### src/rtl/common_pkg.sv
// Shared core types: data/instruction words, warp pipeline states, fetcher states.
// Latency: n/a (types and constants only).
// Backpressure: n/a.
package common_pkg;

    typedef logic [31:0] data_t;
    typedef logic [31:0] instr_t;

    // Warp pipeline states driven by the scheduler.
    typedef enum logic [2:0] {
        WARP_IDLE    = 3'd0,
        WARP_FETCH   = 3'd1,
        WARP_DECODE  = 3'd2,
        WARP_REQUEST = 3'd3,
        WARP_WAIT    = 3'd4,
        WARP_EXECUTE = 3'd5,
        WARP_UPDATE  = 3'd6,
        WARP_DONE    = 3'd7
    } warp_state_t;

    // Instruction fetcher states, observed by the scheduler to advance the warp.
    typedef enum logic [1:0] {
        FETCH_IDLE = 2'd0,
        FETCH_REQ  = 2'd1,
        FETCH_DONE = 2'd2
    } fetcher_state_t;

endpackage

### src/rtl/instr_fetcher.sv
// Per-core instruction fetch: reads program memory at the warp PC and holds the word for decode.
// Latency: 1 cycle on a last-fetch buffer hit, otherwise 1 cycle after the memory handshake.
// Backpressure: request held until mem_read_ready; withdrawn/retried on timeout, sticky error when retries run out.
module instr_fetcher
    import common_pkg::*;
#(
    parameter int PMEM_ADDR_BITS = 8,
    parameter int TIMEOUT_CYCLES = 64,
    parameter int MAX_RETRIES    = 3,
    parameter bit REUSE_EN       = 1'b1
) (
    input  logic                      clk,
    input  logic                      reset,
    input  warp_state_t               warp_state,
    input  data_t                     pc,
    output logic                      mem_read_valid,
    output logic [PMEM_ADDR_BITS-1:0] mem_read_address,
    input  logic                      mem_read_ready,
    input  instr_t                    mem_read_data,
    output fetcher_state_t            fetcher_state,
    output instr_t                    instr,
    output logic                      fetch_error
);

    localparam int TMO_W   = (TIMEOUT_CYCLES > 2) ? $clog2(TIMEOUT_CYCLES) : 1;
    localparam int RETRY_W = (MAX_RETRIES > 0) ? $clog2(MAX_RETRIES + 1) : 1;
    localparam logic [TMO_W-1:0]   TMO_LAST   = TMO_W'(TIMEOUT_CYCLES - 1);
    localparam logic [RETRY_W-1:0] RETRY_LAST = RETRY_W'(MAX_RETRIES);

    fetcher_state_t      state;
    fetcher_state_t      state_nxt;
    logic [TMO_W-1:0]    tmo_cnt;
    logic [RETRY_W-1:0]  retry_cnt;
    data_t               req_pc;      // pc sampled at launch; the live pc may move while in flight
    logic                buf_vld;
    data_t               buf_tag;

    logic hit;
    logic launch;
    logic capture;
    logic withdraw;
    logic rearm;
    logic give_up;
    logic tick;

    assign fetcher_state = state;

    // State register.
    always_ff @(posedge clk or negedge reset) begin
        if (!reset) begin
            state <= FETCH_IDLE;
        end else begin
            state <= state_nxt;
        end
    end

    // Next-state decode and per-cycle datapath strobes.
    always_comb begin
        state_nxt = state;
        launch    = 1'b0;
        capture   = 1'b0;
        withdraw  = 1'b0;
        rearm     = 1'b0;
        give_up   = 1'b0;
        tick      = 1'b0;
        hit       = REUSE_EN && buf_vld && (buf_tag == pc);
        case (state)
            FETCH_IDLE: begin
                if (warp_state == WARP_FETCH) begin
                    if (hit) begin
                        state_nxt = FETCH_DONE;
                    end else begin
                        launch    = 1'b1;
                        state_nxt = FETCH_REQ;
                    end
                end
            end
            FETCH_REQ: begin
                if (!mem_read_valid) begin
                    // one-cycle gap after a withdraw; any ready seen here is stale
                    rearm = 1'b1;
                end else if (mem_read_ready) begin
                    capture   = 1'b1;
                    state_nxt = FETCH_DONE;
                end else if (tmo_cnt == TMO_LAST) begin
                    if (retry_cnt == RETRY_LAST) begin
                        give_up   = 1'b1;
                        state_nxt = FETCH_IDLE;
                    end else begin
                        withdraw = 1'b1;
                    end
                end else begin
                    tick = 1'b1;
                end
            end
            FETCH_DONE: begin
                if (warp_state == WARP_DECODE) begin
                    state_nxt = FETCH_IDLE;
                end
            end
            default: begin
                state_nxt = FETCH_IDLE;
            end
        endcase
    end

    // Request, capture, last-fetch buffer and timeout/retry bookkeeping.
    always_ff @(posedge clk or negedge reset) begin
        if (!reset) begin
            mem_read_valid   <= 1'b0;
            mem_read_address <= '0;
            instr            <= '0;
            fetch_error      <= 1'b0;
            req_pc           <= '0;
            buf_vld          <= 1'b0;
            buf_tag          <= '0;
            tmo_cnt          <= '0;
            retry_cnt        <= '0;
        end else begin
            if (launch) begin
                mem_read_valid   <= 1'b1;
                mem_read_address <= pc[PMEM_ADDR_BITS+1:2];
                req_pc           <= pc;
                tmo_cnt          <= '0;
                retry_cnt        <= '0;
            end
            if (capture) begin
                instr          <= mem_read_data;
                buf_tag        <= req_pc;
                buf_vld        <= 1'b1;
                mem_read_valid <= 1'b0;
                retry_cnt      <= '0;
            end
            if (withdraw) begin
                mem_read_valid <= 1'b0;
                retry_cnt      <= retry_cnt + 1'b1;
            end
            if (rearm) begin
                mem_read_valid <= 1'b1;
                tmo_cnt        <= '0;
            end
            if (tick && (tmo_cnt != TMO_LAST)) begin
                tmo_cnt <= tmo_cnt + 1'b1;
            end
            if (give_up) begin
                mem_read_valid <= 1'b0;
                fetch_error    <= 1'b1;
            end
        end
    end

endmodule

### config.mk
export PLATFORM = sky130hd
export DESIGN_NAME = instr_fetcher
export DESIGN_NICKNAME = d
export VERILOG_FILES = /design/src/rtl/common_pkg.sv /design/src/rtl/instr_fetcher.sv
export SDC_FILE = /design/constraint.sdc
export NUM_CORES = 1
export LEC_CHECK = 0
export BUFFER_PORTS_ARGS = -buffer_cell sky130_fd_sc_hd__buf_2
export CAP_MARGIN = 20
export CELL_PAD_IN_SITES_DETAIL_PLACEMENT = 0
export CELL_PAD_IN_SITES_GLOBAL_PLACEMENT = 2
export CORE_ASPECT_RATIO = 1.4
export CORE_MARGIN = 1
export CORE_UTILIZATION = 34
export CTS_BUF_LIST = sky130_fd_sc_hd__clkbuf_2 sky130_fd_sc_hd__clkbuf_4 sky130_fd_sc_hd__clkbuf_8
export DETAILED_ROUTE_END_ITERATION = 16
export PLACE_DENSITY = 0.77
export SLEW_MARGIN = 30
export SYNTH_ARGS = -nofsm -noshare
export SYNTH_HDL_FRONTEND = slang
export SYNTH_SLANG_ARGS = --single-unit
export TNS_END_PERCENT = 100
### constraint.sdc
create_clock -name clk -period 2.1 [get_ports clk]
set_clock_uncertainty 0.15 [all_clocks]
set_input_delay 0.315 -clock clk [delete_from_list [all_inputs] [get_ports clk]]
set_output_delay 0.315 -clock clk [all_outputs]
set_load 0.05 [all_outputs]
======== Word level (Yosys, flattened, before mapping) ========
Index checks and enable logic that the tools add are counted.
storage, ports and cells
  register bits after elaboration ......... 117
  input bits .............................. 70
  logic and storage cells ................. 73
  output and inout port bits .............. 44
cells by class
  equality and inequality tests ........... 13
  muxes and demuxes ....................... 41
  add/sub/neg operators ................... 2
  reductions and logical operators ........ 7
operators by type and width
  kind                                                                   number
  32-bit equality test                                                   1
  1-bit two-way mux                                                      27
  2-bit two-way mux                                                      10
  6-bit two-way mux                                                      3
  6-bit by 1-bit adder with 6-bit output, second input constant          1
  6-bit equality test, second input constant                             1
  2-bit != test, second input constant                                   3
  3-bit != test, second input constant                                   2
  6-bit != test, second input constant                                   1
  2-bit one-hot mux with 3 select lines                                  1
  3-bit nonzero test                                                     2
  5-bit AND reduction                                                    1
  5-bit nonzero test                                                     1
  2-bit equality test, second input constant                             2
  3-bit by 1-bit equality test with 1-bit output, second input constant  1
  3-bit by 2-bit equality test with 1-bit output, second input constant  1
  2-bit by 1-bit adder with 2-bit output, second input constant          1
  2-bit by 1-bit equality test with 1-bit output, second input constant  1
  1-bit logical AND                                                      2
  2-bit zero test                                                        1

======== Longest topological paths before layout ========
Gate-level depths: netlist of run 1.
  word-level depth ........................ 10
  gate-level depth with buffers ........... 7

======== Worst setup path before layout of run 1 ========
No wires, ideal clock.
  path type ............................... register to register
  from .................................... reg state[1], in the netlist fetcher_state[1]
  to ...................................... reg buf_tag[16]
  required time ........................... 1.825 ns
  arrival time ............................ 1.875 ns
  cell stages (with the launch flop) ...... 6
  slack ................................... -0.049 ns
  cells stage by stage .................... dfrtp_1 and2b_1 nand3_1 buf_2 buf_2 mux2_2
on the way
  longest elaborated chain between the ends .. 2
RTL lines
  item                                            RTL line              text
  from (decl)                                     instr_fetcher.sv:30   fetcher_state_t state;
  from (signal assigned)                          instr_fetcher.sv:53   state <= state_nxt;
  2-bit by 1-bit equality test with 1-bit output  instr_fetcher.sv:67   case (state)
  1-bit two-way mux                               instr_fetcher.sv:67
  to (signal assigned)                            instr_fetcher.sv:129  buf_tag <= req_pc;
  to (decl)                                       instr_fetcher.sv:36   data_t buf_tag;
Every way passes these cells.
A chain may end at the register's enable or synchronous reset.

======== Final worst setup path of run 1 ========
  from .................................... reg buf_tag[29]
  to ...................................... reg mem_read_address[5]
on the way
  longest elaborated chain between the ends .. 5
RTL lines
  item                  RTL line              text
  32-bit equality test  instr_fetcher.sv:66   hit = REUSE_EN && buf_vld && (buf_tag == pc);
  1-bit logical AND     instr_fetcher.sv:66
  1-bit two-way mux     instr_fetcher.sv:70   if (hit) begin
  1-bit two-way mux     instr_fetcher.sv:69   if (warp_state == WARP_FETCH) begin
  1-bit two-way mux     instr_fetcher.sv:67
  to (signal assigned)  instr_fetcher.sv:122  mem_read_address <= pc[PMEM_ADDR_BITS+1:2];
  to (decl)             instr_fetcher.sv:17   output logic [PMEM_ADDR_BITS-1:0] mem_read_address,
Every way passes these cells.

==> flow_metrics.env, run 1 <==
export IMPL_status="finished with violations"
export IMPL_violations="negative setup slack"
export IMPL_cts_reportedPaths_clkPinSlew_ns=0.11
export IMPL_power_total_mw=8.95
export IMPL_min_period_over_period=1.03
export IMPL_grt_max_degree=110
export IMPL_clockBufferDepth=2
export IMPL_cts_tree="done"
export IMPL_fin_crit_ns=2.16
export IMPL_netlist_instances=323
export IMPL_ios=114
export IMPL_drt_wl_total_mm=9.87
export IMPL_startpoint_type="register"
export IMPL_p_leak_nw=2.94
export IMPL_cp_arrival_ns=2.26
export IMPL_grt_usage=0.146
export IMPL_fmax_mhz=463
export IMPL_grt_overflow=0
export IMPL_areaGrowthSynthToFinish_pct=26.0
export IMPL_wl_per_cell_um=15.1
export IMPL_first_global_vias=3188
export IMPL_die_h_um=143
export IMPL_worstHoldPathType="in2reg"
export IMPL_portBuffers=113
export IMPL_critPathMaxFanout=10
export IMPL_layoutNonFillerInstCount=652
export IMPL_antenna_left=0
export IMPL_syn_cell_area_mm2=0.00481
export IMPL_antenna_found_initial=0
export IMPL_critPathCaptureType="register"
export IMPL_irDropWorstVdd_v=0.000711
export IMPL_rsz0062_at_grt="true"
export IMPL_avgSynthCellArea_um2=14.9
export IMPL_die_w_um=102
export IMPL_fin_hold_ws_ns=0.0266
export IMPL_route_vias_total=2987
export IMPL_final_nets=534
export IMPL_tns_ns=-1.35
export IMPL_initial_core_util=0.347
export IMPL_fin_ws_ns=-0.0612
export IMPL_place_hpwl_mm=6.66
export IMPL_required_ns=2.20
export IMPL_grt_pass1_wl_mm=16.1
export IMPL_slew_headroom=0.609
export IMPL_yosysUniqueCellTypes=39
export IMPL_power_density_mw_per_mm2=1480
export IMPL_drive_above_1_share=0.578
export IMPL_dieArea_mm2=0.0146
export IMPL_clock_latency_ns=0.37
export IMPL_hold_violations=0
export IMPL_drt_iter0_markers=86
export IMPL_placed_cells=623
export IMPL_vias_per_cell=4.58
export IMPL_root_buffer="clkbuf_8"
export IMPL_drc_errors=0
export IMPL_cts_buffers=9
export IMPL_critical_path_class="reg2reg"
export IMPL_ys_seq_area_frac=0.567
export IMPL_min_from="mem_read_data[13]"
export IMPL_slew_violations=0
export IMPL_startpoint="buf_tag[29]"
export IMPL_diodes=0
export IMPL_cap_violations=0
export IMPL_h_tree_depth=3
export IMPL_fin_area_mm2=0.00606
export IMPL_gp_congestion=0.742
export IMPL_worst_slew_pin_slew_ns=0.587
export IMPL_synth_seq_cells=109
export IMPL_rrSetupSlack_ns=-0.06
export IMPL_core_region_area_mm2=0.0138
export IMPL_finalSetupViolations=34
export IMPL_dpl_cell_area_mm2=0.00570
export IMPL_reg2reg_from="buf_tag[29]"
export IMPL_syn_num_nets=395
export IMPL_first_pass_iters=4
export IMPL_rows=51
export IMPL_cts_sinks=109
export IMPL_ys_warn_count=0
## power breakdown
part	switching, mW	internal [mW]
Clock	0.755	0.495
Sequential	0.603	3.07
Combinational	2.33	1.70
Total	3.69	5.26
## layer usage
layer | wire length (um) | share of wire | up-vias | track usage
li1 | - | - | 1410 | -
met1 | 4360 | 0.44 | 1496 | 0.187
met2 | 4990 | 0.51 | 72 | 0.241
met3 | 369 | 0.037 | 9 | 0.0259
met4 | 153 | 0.016 | 0 | 0.0579
met5 | 0 | 0 | - | 0
## layout by cell type (no fill, tap or decap), drive strengths merged, types with 2 or more instances in the layout
master,n
buf,140
dfrtp,109
mux2,96
xnor2,31
clkbuf,11
nand2,8
nand4,7
dlygate4sd3,7
inv,7
o21ai,6
nor2,6
nand3,6
nor3,4
nand2b,2
nor4,2
a31o,2
a41o,2
a21o,2
a21oi,2
ha,2
## final timing paths
kind,endpoint,depth (start not counted)
max,mem_read_address[5],7
min,instr[13],2
max reg2reg,mem_read_address[5],7
min reg2reg,buf_vld,1
max in group asynchronous,req_pc[0],3
min in group asynchronous,buf_tag[20],3
## layout make-up
cell class              instances  area [um^2]
multi-input cells             192         1970
clock buffers                  11          145
well taps                     185          231
inverters                       3         11.3
flip-flops and latches        109         2730
clock inverters                 5         40.0
repair buffers                147          927
fillers                      1342         7790
## stage by stage
step / utilization / worst slack (ns)
finish: 0.437 / -0.0612
global route: 0.437 / -0.191
CTS: 0.434 / -0.0862
detailed placement: 0.412 / -0.206
global placement: 0.412 / -0.171
floorplan: - / 0.0334
## cell families after synthesis
logic type               share of synthesized area
multiplexers                                 0.245
AO/OA/AOI/OAI                               0.0411
flip-flops                                   0.567
AND/OR/NAND/NOR                             0.0502
XOR/XNOR                                    0.0565
buffers and inverters                       0.0344
adder cells (fa/ha/maj)                    0.00520
## cell usage after synthesis
master     instances  area [um^2]
a2111oi_4          1         27.5
a211o_1            1         8.76
a21boi_0           1         7.51
a21o_1             2         15.0
a21oi_1            2         10.0
a22o_2             1         10.0
a31o_2             2         17.5
a31oi_1            1         6.26
a32o_1             1         10.0
a41o_2             2         22.5
and2b_1            1         7.51
and3_1             1         6.26
buf_12             2         40.0
buf_2              7         35.0
buf_4              8         60.1
buf_8              1         15.0
clkbuf_1           1         3.75
dfrtp_1          109         2730
ha_1               2         25.0
inv_1              3         11.3
mux2_2            70          788
mux2_4            26          390
nand2_1            7         26.3
nand2_4            1         11.3
nand2b_1           2         12.5
nand3_1            5         25.0
nand3_2            1         10.0
nand3b_1           1         7.51
nand4_1            7         43.8
nor2_1             6         22.5
nor3_1             4         20.0
nor4_4             2         42.5
o21a_1             1         7.51
o21ai_0            6         30.0
o22a_1             1         8.76
o31a_1             1         8.76
o31ai_1            1         7.51
or2_2              1         6.26
xnor2_1           31          272
## state kept, by name (all words and copies together), names as in the netlist, 2 cells and up
register	count
buf_tag	32
fetcher_state	2
instr	32
mem_read_address	7
req_pc	25
retry_cnt	2
tmo_cnt	6
## worst max-delay path, stage by stage, from the launching register on
cell and delay (ns):
dfrtp_1 0.41, xnor2_1 0.15, nand2_1 0.11, a2111oi_4 0.42, nand3_2 0.17, nand2_4 0.16, buf_12 0.17, mux2_4 0.30
## what timing repair did
item,CTS,global route
setup buffers,4,2
hold endpoints to repair,115,0
pin swaps,5,2
hold buffers,7,0
setup endpoints to repair,34,41
gates resized for setup,6,7
Note: power is estimated with default switching activity, not from simulation.
==> run 2, diff against run 1 <==
CELL_PAD_IN_SITES_DETAIL_PLACEMENT = 1   (was 0)
SKIP_CTS_REPAIR_TIMING = 1   (was unset)
==> flow_metrics.env, run 2 (synthesis gave the netlist of run 1 again) <==
export IMPL_status="finished with violations"
export IMPL_violations="negative setup slack"
export IMPL_finalSetupViolations=34
export IMPL_final_util=0.439
export IMPL_antenna_found_initial=1
export IMPL_die_w_um=102
export IMPL_worst_slew_pin_slew_ns=0.658
export IMPL_mostFrequentLayoutCells="buf_2, dfrtp_1, mux2_2"
export IMPL_antenna_left=0
export IMPL_critical_path_class="reg2reg"
export IMPL_layoutNonFillerInstCount=645
export IMPL_grt_pass1_wl_mm=16.9
export IMPL_reg_largest_list="buf_tag x32, instr x32, req_pc x25"
export IMPL_die_h_um=143
export IMPL_required_ns=2.20
export IMPL_dpl_cell_area_mm2=0.00570
export IMPL_placed_cells=623
export IMPL_fin_crit_ns=2.20
export IMPL_tns_ns=-2.64
export IMPL_cts_buffers=9
export IMPL_p_leak_nw=2.94
export IMPL_detailedPlace_worstSlack_ns=-0.219
export IMPL_drive_above_1_share=0.577
export IMPL_fin_area_mm2=0.00608
export IMPL_p_switching_mw=3.70
export IMPL_clock_latency_ns=0.37
export IMPL_combPwrFrac=0.449
export IMPL_startpoint_type="register"
export IMPL_min_period_over_period=1.05
export IMPL_slew_headroom=0.561
export IMPL_vias_per_cell=4.68
export IMPL_h_tree_depth=3
export IMPL_cts_sinks=109
export IMPL_grt_max_degree=110
export IMPL_root_buffer="clkbuf_8"
export IMPL_cp_arrival_ns=2.30
export IMPL_clockBufferDepth=2
export IMPL_rsz0062_at_grt="true"
export IMPL_route_vias_total=3021
export IMPL_slew_violations=0
export IMPL_met2_wirelength_mm=5.58
export IMPL_wl_per_cell_um=16.6
export IMPL_top_layer="met4"
export IMPL_critPathCaptureType="register"
export IMPL_areaGrowthSynthToFinish_pct=26.6
export IMPL_wl_met3_um=424
export IMPL_cts_tree="done"
export IMPL_core_region_area_mm2=0.0138
export IMPL_filler_cell_count=1490
export IMPL_rows=51
export IMPL_irDropWorstVdd_v=0.000699
export IMPL_seq_power_share=0.404
export IMPL_p_clk_frac=0.146
export IMPL_cts_reportedPaths_clkPinSlew_ns=0.11
export IMPL_gp_congestion=0.742
export IMPL_mostFrequentLayoutCell="buf_2"
export IMPL_drc_errors=0
export IMPL_first_pass_iters=4
export IMPL_p_int_mw=5.42
export IMPL_critPathMaxFanout=5
export IMPL_dieArea_mm2=0.0146
export IMPL_grt_usage=0.152
export IMPL_hold_violations=0
export IMPL_fin_ws_ns=-0.103
export IMPL_place_hpwl_mm=7.25
export IMPL_grt_overflow=0
export IMPL_first_global_vias=3324
export IMPL_ios=114
export IMPL_drt_iter0_markers=113
export IMPL_worstHoldPathType="in2reg"
export IMPL_wl_met1_mm=4.45
export IMPL_portBuffers=113
export IMPL_final_nets=527
export IMPL_power_density_mw_per_mm2=1500
export IMPL_fmax_mhz=454
export IMPL_cap_violations=0
export IMPL_drt_wl_total_mm=10.7
export IMPL_switching_share=0.406
export IMPL_initial_core_util=0.347
[run 2: metal layers]
layer / up-vias / track usage
met5: - / 0
met4: 0 / 0.0654
met3: 16 / 0.0279
met2: 77 / 0.262
met1: 1533 / 0.181
li1: 1395 / -
[run 2: cell type report]
class                      instances  area [um^2]  area share
sequential                       109         2730       0.448
multi-input combinational        193         2000       0.328
timing repair buffer             139          908       0.149
tap                              185          231      0.0380
clock buffer                      12          159      0.0261
clock inverter                     3         45.0     0.00740
inverter                           3         11.3     0.00185
antenna                            1         2.50    0.000411
[run 2: final timing paths]
kind | start | end | slack, ns | cells after the start
worst max-delay path | buf_tag[14] | req_pc[12] | -0.10 | 7
worst min-delay path | mem_read_data[30] | instr[30] | 0.02 | 2
worst max register to register | buf_tag[14] | req_pc[12] | -0.10 | 7
worst min register to register | buf_vld | buf_vld | 0.32 | 1
max in group asynchronous | reset | buf_tag[16] | 0.88 | 3
min in group asynchronous | reset | req_pc[14] | 0.37 | 3
[run 2: stage by stage]
stage	hold slack, ns	total power, mW
3_3_place_gp	0.285	7.60
2_1_floorplan	-0.131	6.79
6_report	0.0248	9.12
5_1_grt	0.00313	9.65
4_1_cts	-0.116	9.12
3_5_place_dp	0.304	7.75
[run 2: power groups by stage]
stage,registers [mW],logic (mW),clock network [mW]
after floorplan,4.75,2.04,0
after global placement,3.65,3.94,0
after detailed placement,3.72,4.03,0
after CTS,3.69,4.03,1.40
after global routing,3.83,4.36,1.46
final,3.69,4.10,1.34
[run 2: worst max-delay path, stage by stage (launching register included)]
cell and delay [ns]:
dfrtp_1 0.40, xnor2_1 0.17, nand4_1 0.22, nor4_4 0.39
nand3_4 0.17, nand2_8 0.15, clkbuf_16 0.16, mux2_4 0.29
